## config.mk

```make
export PLATFORM = sky130hd
export DESIGN_NAME = psum_deskew_acc
export DESIGN_NICKNAME = d
export VERILOG_FILES = /design/src/rtl/psum_deskew_acc.sv
export SDC_FILE = /design/constraint.sdc
export NUM_CORES = 1
export LEC_CHECK = 0
export BUFFER_PORTS_ARGS = -buffer_cell sky130_fd_sc_hd__buf_2
export CORE_MARGIN = 3
export CORE_UTILIZATION = 62
export CTS_CLUSTER_DIAMETER = 150
export DETAILED_ROUTE_END_ITERATION = 7
export PLACE_DENSITY = 0.8
export SETUP_SLACK_MARGIN = 0.05
export SLEW_MARGIN = 20
export SYNTH_ARGS = -nofsm -noshare
export SYNTH_HDL_FRONTEND = slang
export SYNTH_SLANG_ARGS = --single-unit
```

## constraint.sdc

```tcl
create_clock -name clk -period 6.4 [get_ports clk]
set_input_delay 0.64 -clock clk [delete_from_list [all_inputs] [get_ports clk]]
set_output_delay 0.64 -clock clk [all_outputs]
set_load 0.03 [all_outputs]
```

## src/rtl/psum_deskew_acc.sv

```systemverilog
// Deskews the three skewed column psums of the 3x3 array, accumulates each row across passes,
// and queues finished rows in an output FIFO. Define PSUM_ACC_SAT_EN for saturating accumulation.
module psum_deskew_acc #(
   parameter int int_bits  = 13,
   parameter int acc_bits  = 18,
   parameter int MAX_ROWS  = 8,
   parameter int OUT_DEPTH = 4
) (
   input  logic                clk,
   input  logic                reset,
   input  logic                start,
   input  logic [3:0]          cfg_rows,
   input  logic [3:0]          cfg_passes,
   input  logic                in_valid,
   input  logic [int_bits-1:0] psum0,
   input  logic [int_bits-1:0] psum1,
   input  logic [int_bits-1:0] psum2,
   output logic                out_valid,
   input  logic                out_ready,
   output logic [acc_bits-1:0] out0,
   output logic [acc_bits-1:0] out1,
   output logic [acc_bits-1:0] out2,
   output logic                busy,
   output logic                done,
   output logic                overflow_err
);

   localparam int RW = (MAX_ROWS > 1) ? $clog2(MAX_ROWS) : 1;
   localparam int PW = (OUT_DEPTH > 1) ? $clog2(OUT_DEPTH) : 1;
   localparam int CW = PW + 1;

   typedef enum logic [1:0] {
      IDLE,
      RUN,
      FLUSH
   } state_t;

   typedef logic [2:0][acc_bits-1:0] vec_t;

   state_t               state_q, state_d;
   logic [RW-1:0]        rowCnt_q, rowCnt_d;
   logic [3:0]           passCnt_q, passCnt_d;
   logic [3:0]           rows_q, rows_d;
   logic [3:0]           passes_q, passes_d;
   logic [3:0]           rowsClamped;

   logic [int_bits-1:0]  p0Dly1_q, p0Dly2_q, p1Dly1_q;
   logic [1:0]           vldPipe_q;
   logic                 vecValid;
   vec_t                 vecIn;
   vec_t                 accVec;
   vec_t                 rowBuf_q [MAX_ROWS];

   logic                 rowLast, passLast, accept, fifoWr;

   vec_t                 fifoMem_q [OUT_DEPTH];
   logic [PW-1:0]        wrPtr_q, wrPtr_d, rdPtr_q, rdPtr_d;
   logic [CW-1:0]        count_q, count_d;
   logic                 ovf_q, ovf_d;
   logic                 fifoRd, fifoFull, fifoWrOk, fifoDrop, ovfClr;

   function automatic logic [acc_bits-1:0] accAdd(input logic [acc_bits-1:0] a,
                                                  input logic [acc_bits-1:0] b);
`ifdef PSUM_ACC_SAT_EN
      logic [acc_bits:0] s;
      s = {a[acc_bits-1], a} + {b[acc_bits-1], b};
      if (s[acc_bits] != s[acc_bits-1])
         return s[acc_bits] ? {1'b1, {(acc_bits-1){1'b0}}} : {1'b0, {(acc_bits-1){1'b1}}};
      return s[acc_bits-1:0];
`else
      return a + b;
`endif
   endfunction

   // Column c arrives c cycles late, so earlier columns are held back to line up with psum2.
   always_ff @(posedge clk) begin
      if (!reset) begin
         p0Dly1_q  <= '0;
         p0Dly2_q  <= '0;
         p1Dly1_q  <= '0;
         vldPipe_q <= '0;
      end else begin
         p0Dly1_q  <= psum0;
         p0Dly2_q  <= p0Dly1_q;
         p1Dly1_q  <= psum1;
         vldPipe_q <= {vldPipe_q[0], in_valid};
      end
   end

   assign vecValid = vldPipe_q[1];
   assign vecIn[0] = acc_bits'($signed(p0Dly2_q));
   assign vecIn[1] = acc_bits'($signed(p1Dly1_q));
   assign vecIn[2] = acc_bits'($signed(psum2));

   assign rowLast  = (4'(rowCnt_q) == rows_q - 4'd1);
   assign passLast = (passCnt_q == passes_q - 4'd1);
   assign accept   = (state_q == RUN) && vecValid;
   assign fifoWr   = accept && passLast;

   always_comb begin
      accVec = '0;
      for (int c = 0; c < 3; c++) begin
         if (passCnt_q == 4'd0)
            accVec[c] = vecIn[c];
         else
            accVec[c] = accAdd(rowBuf_q[rowCnt_q][c], vecIn[c]);
      end
   end

   // The final pass goes straight to the FIFO, so the buffer only needs updating before it.
   always_ff @(posedge clk) begin
      if (accept && !passLast)
         rowBuf_q[rowCnt_q] <= accVec;
   end

   always_comb begin
      if (cfg_rows == 4'd0)
         rowsClamped = 4'd1;
      else if (int'(cfg_rows) > MAX_ROWS)
         rowsClamped = 4'(MAX_ROWS);
      else
         rowsClamped = cfg_rows;
   end

   always_ff @(posedge clk) begin
      if (!reset) begin
         state_q   <= IDLE;
         rowCnt_q  <= '0;
         passCnt_q <= '0;
         rows_q    <= '0;
         passes_q  <= '0;
      end else begin
         state_q   <= state_d;
         rowCnt_q  <= rowCnt_d;
         passCnt_q <= passCnt_d;
         rows_q    <= rows_d;
         passes_q  <= passes_d;
      end
   end

   always_comb begin
      state_d   = state_q;
      rowCnt_d  = rowCnt_q;
      passCnt_d = passCnt_q;
      rows_d    = rows_q;
      passes_d  = passes_q;
      ovfClr    = 1'b0;
      done      = 1'b0;
      unique case (state_q)
         IDLE: begin
            if (start) begin
               rowCnt_d  = '0;
               passCnt_d = '0;
               rows_d    = rowsClamped;
               passes_d  = (cfg_passes == 4'd0) ? 4'd1 : cfg_passes;
               ovfClr    = 1'b1;
               state_d   = RUN;
            end
         end
         RUN: begin
            if (vecValid) begin
               if (rowLast) begin
                  rowCnt_d  = '0;
                  passCnt_d = passCnt_q + 4'd1;
                  if (passLast)
                     state_d = FLUSH;
               end else begin
                  rowCnt_d = rowCnt_q + RW'(1);
               end
            end
         end
         FLUSH: begin
            if (count_q == '0) begin
               done    = 1'b1;
               state_d = IDLE;
            end
         end
         default: state_d = IDLE;
      endcase
   end

   assign busy = (state_q != IDLE);

   // A full FIFO still takes a write when the head leaves in the same cycle.
   assign fifoRd   = out_valid & out_ready;
   assign fifoFull = (count_q == CW'(OUT_DEPTH));
   assign fifoWrOk = fifoWr & (~fifoFull | fifoRd);
   assign fifoDrop = fifoWr & fifoFull & ~fifoRd;

   always_comb begin
      wrPtr_d = fifoWrOk ? wrPtr_q + PW'(1) : wrPtr_q;
      rdPtr_d = fifoRd ? rdPtr_q + PW'(1) : rdPtr_q;
      count_d = count_q + CW'(fifoWrOk) - CW'(fifoRd);
      ovf_d   = ovf_q;
      if (ovfClr)
         ovf_d = 1'b0;
      else if (fifoDrop)
         ovf_d = 1'b1;
   end

   always_ff @(posedge clk) begin
      if (!reset) begin
         wrPtr_q <= '0;
         rdPtr_q <= '0;
         count_q <= '0;
         ovf_q   <= 1'b0;
      end else begin
         wrPtr_q <= wrPtr_d;
         rdPtr_q <= rdPtr_d;
         count_q <= count_d;
         ovf_q   <= ovf_d;
      end
   end

   always_ff @(posedge clk) begin
      if (fifoWrOk)
         fifoMem_q[wrPtr_q] <= accVec;
   end

   assign out_valid    = (count_q != '0);
   assign out0         = out_valid ? fifoMem_q[rdPtr_q][0] : '0;
   assign out1         = out_valid ? fifoMem_q[rdPtr_q][1] : '0;
   assign out2         = out_valid ? fifoMem_q[rdPtr_q][2] : '0;
   assign overflow_err = ovf_q;

endmodule
```

After elaboration in Yosys (flattened, before gate mapping)

Memories as Yosys holds them, arrays and structs flattened. A register that Yosys moved wholly into a read port is not among the register bits.
Cells that the tools add are included.

Output and inout bits: 58
Input port bits: 52
Memory bits (writable): 648
Word-level logic and storage cells: 97
Flip-flop bits (word level): 66
Memories kept: 2

Mux-type cells: 35
Eq/ne operators: 10
Order comparisons: 1
Add/subtract/negate cells: 11
Bitwise logic cells: 8
Reduce and logical (&&, ||, !) cells: 17

Memories:

| name      | depth | bits a word | read ports | clocked after Yosys merged registers in | write ports | line | text |
|---|---|---|---|---|---|---|---|
| rowBuf_q  | 8     | 54          | 1          | 1                                       | 1           | 52   | `vec_t rowBuf_q [MAX_ROWS];` |
| fifoMem_q | 4     | 54          | 1          | 1                                       | 1           | 56   | `vec_t fifoMem_q [OUT_DEPTH];` |

Operators with widths:

| cell                                              | number |
|---|---|
| two-way mux 18 bit                                | 6 |
| adder 18 bit                                      | 3 |
| two-way mux 4 bit                                 | 6 |
| two-way mux 3 bit                                 | 5 |
| two-way mux 2 bit                                 | 7 |
| zero test 4 bit                                   | 3 |
| inequality test 2 bit (second input constant)     | 5 |
| two-way mux 1 bit                                 | 8 |
| one-hot mux 4 bit (2 select lines)                | 1 |
| subtractor 4 x 1 -> 4 bit (second input constant) | 2 |
| one-hot mux 2 bit (3 select lines)                | 1 |
| one-hot mux 3 bit (2 select lines)                | 1 |
| AND reduction 5 bit                               | 1 |
| adder 2 x 1 -> 2 bit (second input constant)      | 2 |
| adder 4 x 1 -> 4 bit (second input constant)      | 1 |
| AND 1 bit                                         | 4 |
| equality test 3 x 4 -> 1 bit                      | 1 |
| equality test 4 bit                               | 1 |
| > comparator 4 bit (second input constant)        | 1 |
| AND reduction 4 bit                               | 1 |
| nonzero test 2 bit                                | 2 |
| adder 3 x 1 -> 3 bit                              | 1 |
| adder 3 x 1 -> 3 bit (second input constant)      | 1 |
| equality test 3 bit (second input constant)       | 1 |
| 13 further kinds                                  | 17 |

Logic depth before layout (Yosys ltp)

Depth in word-level cells: 7
Depth in mapped cells: 16
Depth with buffers taken out: 16

Least setup slack after synthesis

OpenSTA, ideal clock, no wires.

Kind: register to register
Start: register passes_q[0]
End: memory rowBuf_q[1][0] in the netlist's numbering, enable pin
Library setup time: 0.532 ns
Path buffers: 0
Period minus slack after synthesis: 5.344 ns
Cell stages (with the launch flop): 8
Setup slack: 1.056 ns
Required time: 5.868 ns
Arrival time: 4.812 ns
Cells stage by stage: dfxtp_1 -> inv_1 -> ha_1 -> xor2_1 -> xnor2_1 -> nand4_1 -> nand3_1 -> nor3_1

Word-level cells in the longest chain between the ends: 6

RTL lines:

| element                                 | line | text |
|---|---|---|
| start, declared                         | 44   | `logic [3:0] passes_q, passes_d;` |
| start signal, assigned                  | 137  | `passes_q <= passes_d;` |
| subtractor 4 x 1 -> 4 bit               | 96   | `assign passLast = (passCnt_q == passes_q - 4'd1);` |
| equality test 4 bit                     | 96   |  |
| zero test 1 bit                         | 112  | `if (accept && !passLast)` |
| logical AND 1 bit                       | 112  |  |
| two-way mux 1 bit                       | 112  |  |
| two-way mux 1 bit (implied by the code) | 113  | `rowBuf_q[rowCnt_q] <= accVec;` |
| end, declared                           | 52   |  |

No other way between the ends.

==> summary.md <==
| Metric | Value |
|---|---|
| Final hold violation count | `0` |
| Wire per inst | `around 25 um` |
| H-tree levels | `3` |
| Stages on the worst setup path | `11` |
| Cell Area, Placed | `0.0311 mm2` |
| CTS tree | `yes` |
| EDFF count, synth | `around 650` |
| Layout fillers | `between 2000 and 3000` |
| Placer Congestion | `about 0.82` |
| Final Routed Wirelength | `62.3 mm` |
| Slew Limit Fails | `0` |
| Initial antenna violation count | `0` |
| CP Class | `flop to flop` |
| Sequential share of the synthesized area | `a little over two thirds` |
| Slew @ Worst Pin | `between 1000 and 1500 ps` |
| Leakage Power | `11.3 nW` |
| CTS max path bufs | `3` |
| Clock Latency Late Sink | `600 ps` |
| Clock Sinks | `just over 700` |
| Core Box Area | `between 0.04 and 0.05 mm2` |
| Worst vdd ir | `roughly 0.00046 V` |
| Vias/cell | `roughly 6.4` |
| Setup TNS | `0 ps` |
| Cell Rows | `79` |
| First-pass GRT wire length | `between 90 and 100 mm` |
| Cts-stage hold buffer count | `0` |
| Worst clock skew | `19.8 ps` |
| Critical path, cell by cell | `buf_4, mux4_2, mux2_2, ha_1, a21o_1, a21oi_1, o21ai_0, a21oi_1, o21ai_0, xnor2_1, o21ai_0` |
| Fin nets | `approximately 1900` |
| Via count | `15859` |
| CP peak stage delay | `approximately 810 ps` |
| Pre-Repair DR Iteration Count | `5` |
| Total global routing overflow | `0` |
| GRT Util Overall | `between 20% and 30%` |
| Die Area | `between 0.05 and 0.06 mm2` |
| Data required time of the worst path | `6640 ps` |
| Diode count | `0` |
| CP startpoint kind | `flop` |
| Post-route cell area | `0.0333 mm2` |
| P&R area growth vs syn | `11.6%` |
| Critical Path Fanout Max | `32` |
| Worst min-delay path class | `input pin to flop` |
| Vias in the first global route | `~16000` |
| Crit path max-delay family | `compound AO/OA/AOI/OAI gates` |
| I/O pin total | `110` |
| Status | `complete, no violations` |
| Largest net degree at the start of global routing | `64` |
| Cell area power density | `around 330 mW/mm2` |
| Synth area leader | `edfxtp_1` |
| Max_cap viols | `0` |
| Top cells by area, synth | `edfxtp_1, mux4_2, dfxtp_1, ha_1, and2_1` |
| YS warnings | `0` |
| Hold path depth | `2` |
| Post-DP HPWL | `35.0 mm` |
| Clk slew on worst S/H paths | `~60 ps` |
| Chip Width | `~230 um` |
| Root Buffer | `clkbuf_16` |
| Crit path buffers/inverters | `1` |
| Slowest cell on the critical path | `dfxtp_4` |
| TritonCTS Buffers | `between 70 and 80` |
| RSZ-0062 raised after global routing | `no` |
| Cell mode on critical path | `o21ai_0` |
| Share of cells above drive strength 1 | `around a quarter` |
| Synth Net Count | `1790` |
| Antenna viol nets, final | `0` |
| Mapped cell area | `around 0.030 mm2` |
| Commonest cells post-synth | `edfxtp_1, mux4_2, and2_1` |
| Min Clock Period, post-route | `slightly above 5000 ps` |
| Top-count cell post-synth | `edfxtp_1` |
| R2R cell count | `11` |
| Main synth FF type | `edfxtp_1` |
| Fmax | `between 150 and 200 MHz` |
| Cells after Synth | `around 1700` |
| Arrival time at the worst endpoint | `5410 ps` |
| 1st-iter DRT viols | `~1600` |
| Tcrit/Tclk final | `between 80% and 90%` |
| Synthesized flop and latch total | `between 700 and 800` |
| Critical Path Sink Type | `flop` |
| Chip Height | `225 um` |
| Share of flip-flops with an asynchronous set or reset | `0%` |
| Unique masters post-synth | `63` |
| Syn_area_per_cell | `between 15 and 20 um2` |
| Starting Density | `a little under two thirds` |
| DRC viols | `0` |
| Setup violators final | `0` |
| Normalized max-slew margin | `between 20% and 30%` |
| I/O Buffers | `109` |
| Post_cts resized | `0` |
| Setup bufs post-CTS | `0` |
| Post-synth top area share | `approximately 65%` |
worst reg2reg max path, stage by stage, from the launching register on:
cell,delay (ps)
dfxtp_4,810
buf_4,610
mux4_2,590
mux2_2,280
ha_1,330
a21o_1,190
a21oi_1,360
o21ai_0,170
a21oi_1,360
o21ai_0,190
xnor2_1,150
o21ai_0,780
where the power goes:
group	internal (mW)	switching, mW
clock network	2.20	1.65
registers	5.24	0.0824
logic	0.653	1.12
total	8.09	2.86
state kept, by name, summed over array words and instances, names as in the netlist, 3 cells and up, named ones only:
register   count
rowBuf_q     432
fifoMem_q    216
p0Dly1_q      13
p0Dly2_q      13
p1Dly1_q      13
passCnt_q      4
passes_q       4
rows_q         4
count_q        3
rowCnt_q       3
final timing paths:
path | slack [ps] | from | to
setup / recovery | 1230 | flop | rowBuf_q[5][34]$_DFFE_PP_
hold / removal | 260 | psum0[12] | p0Dly1_q[12]$_SDFF_PN0_
setup reg to reg | 1230 | flop | rowBuf_q[5][34]$_DFFE_PP_
hold reg to reg | 430 | p0Dly1_q[6]$_SDFF_PN0_ | p0Dly2_q[6]$_SDFF_PN0_
kinds of logic after synthesis:
logic type      synth area share (%)
flops                           70.0
fa+ha+maj                       2.87
simple gates                    5.59
xor+xnor                        1.64
buf+inv                         1.37
mux                             14.4
compound gates                  4.05
metal layers:
layer	share of wire [%]	up-vias	wire length (um)	GRT usage (%)
li1	-	6853	-	-
met1	41	8207	25200	35.8
met2	49	670	30400	41.1
met3	8.1	129	5070	5.11
met4	2.5	0	1550	7.40
met5	0	-	0	0
cells in the final DEF, fill, tap and decap left out, types with 8 or more instances in the layout:
| cell type | instances |
|---|---|
| dfxtp_1 | 66 |
| mux2_2 | 51 |
| nand3_1 | 12 |
| o21a_1 | 9 |
| nor2b_1 | 8 |
| nor2_1 | 47 |
| o21ai_0 | 20 |
| xnor2_1 | 30 |
| inv_1 | 28 |
| nor3_1 | 13 |
| clkinv_1 | 8 |
| a21oi_1 | 55 |
| clkinv_2 | 14 |
| nand2b_1 | 10 |
| o21ai_1 | 23 |
| buf_4 | 29 |
| and2_1 | 108 |
| clkbuf_16 | 73 |
| xor2_1 | 26 |
| a21boi_0 | 8 |
| clkbuf_1 | 23 |
| clkbuf_8 | 9 |
| ha_1 | 62 |
| nand2_1 | 78 |
| mux4_2 | 162 |
| edfxtp_1 | 648 |
| buf_2 | 108 |
| a21o_1 | 30 |
through the flow:
step	power, mW	setup slack (ps)	utilization, %	hold WS [ps]	std cells
after global placement	7.15	1350	66.1	419	2343
after floorplan	6.69	1060	-	412	1672
after detailed placement	7.20	1150	66.1	424	2343
after global routing	11.3	820	70.7	235	2470
after CTS	11.0	1100	70.7	228	2470
final	11.0	1230	70.7	257	2470
cell type report:
cell class / count / area, um2 / share of cell area [%]
Sequential cell: 719 / 20900 / 62.8
Clock buffer: 105 / 2040 / 6.12
Clock inverter: 22 / 104 / 0.312
Multi-Input combinational cell: 851 / 8610 / 25.9
Timing Repair Buffer: 137 / 758 / 2.28
Inverter: 29 / 110 / 0.331
Tap cell: 607 / 759 / 2.28
Note: power is estimated with default switching activity, not from simulation.
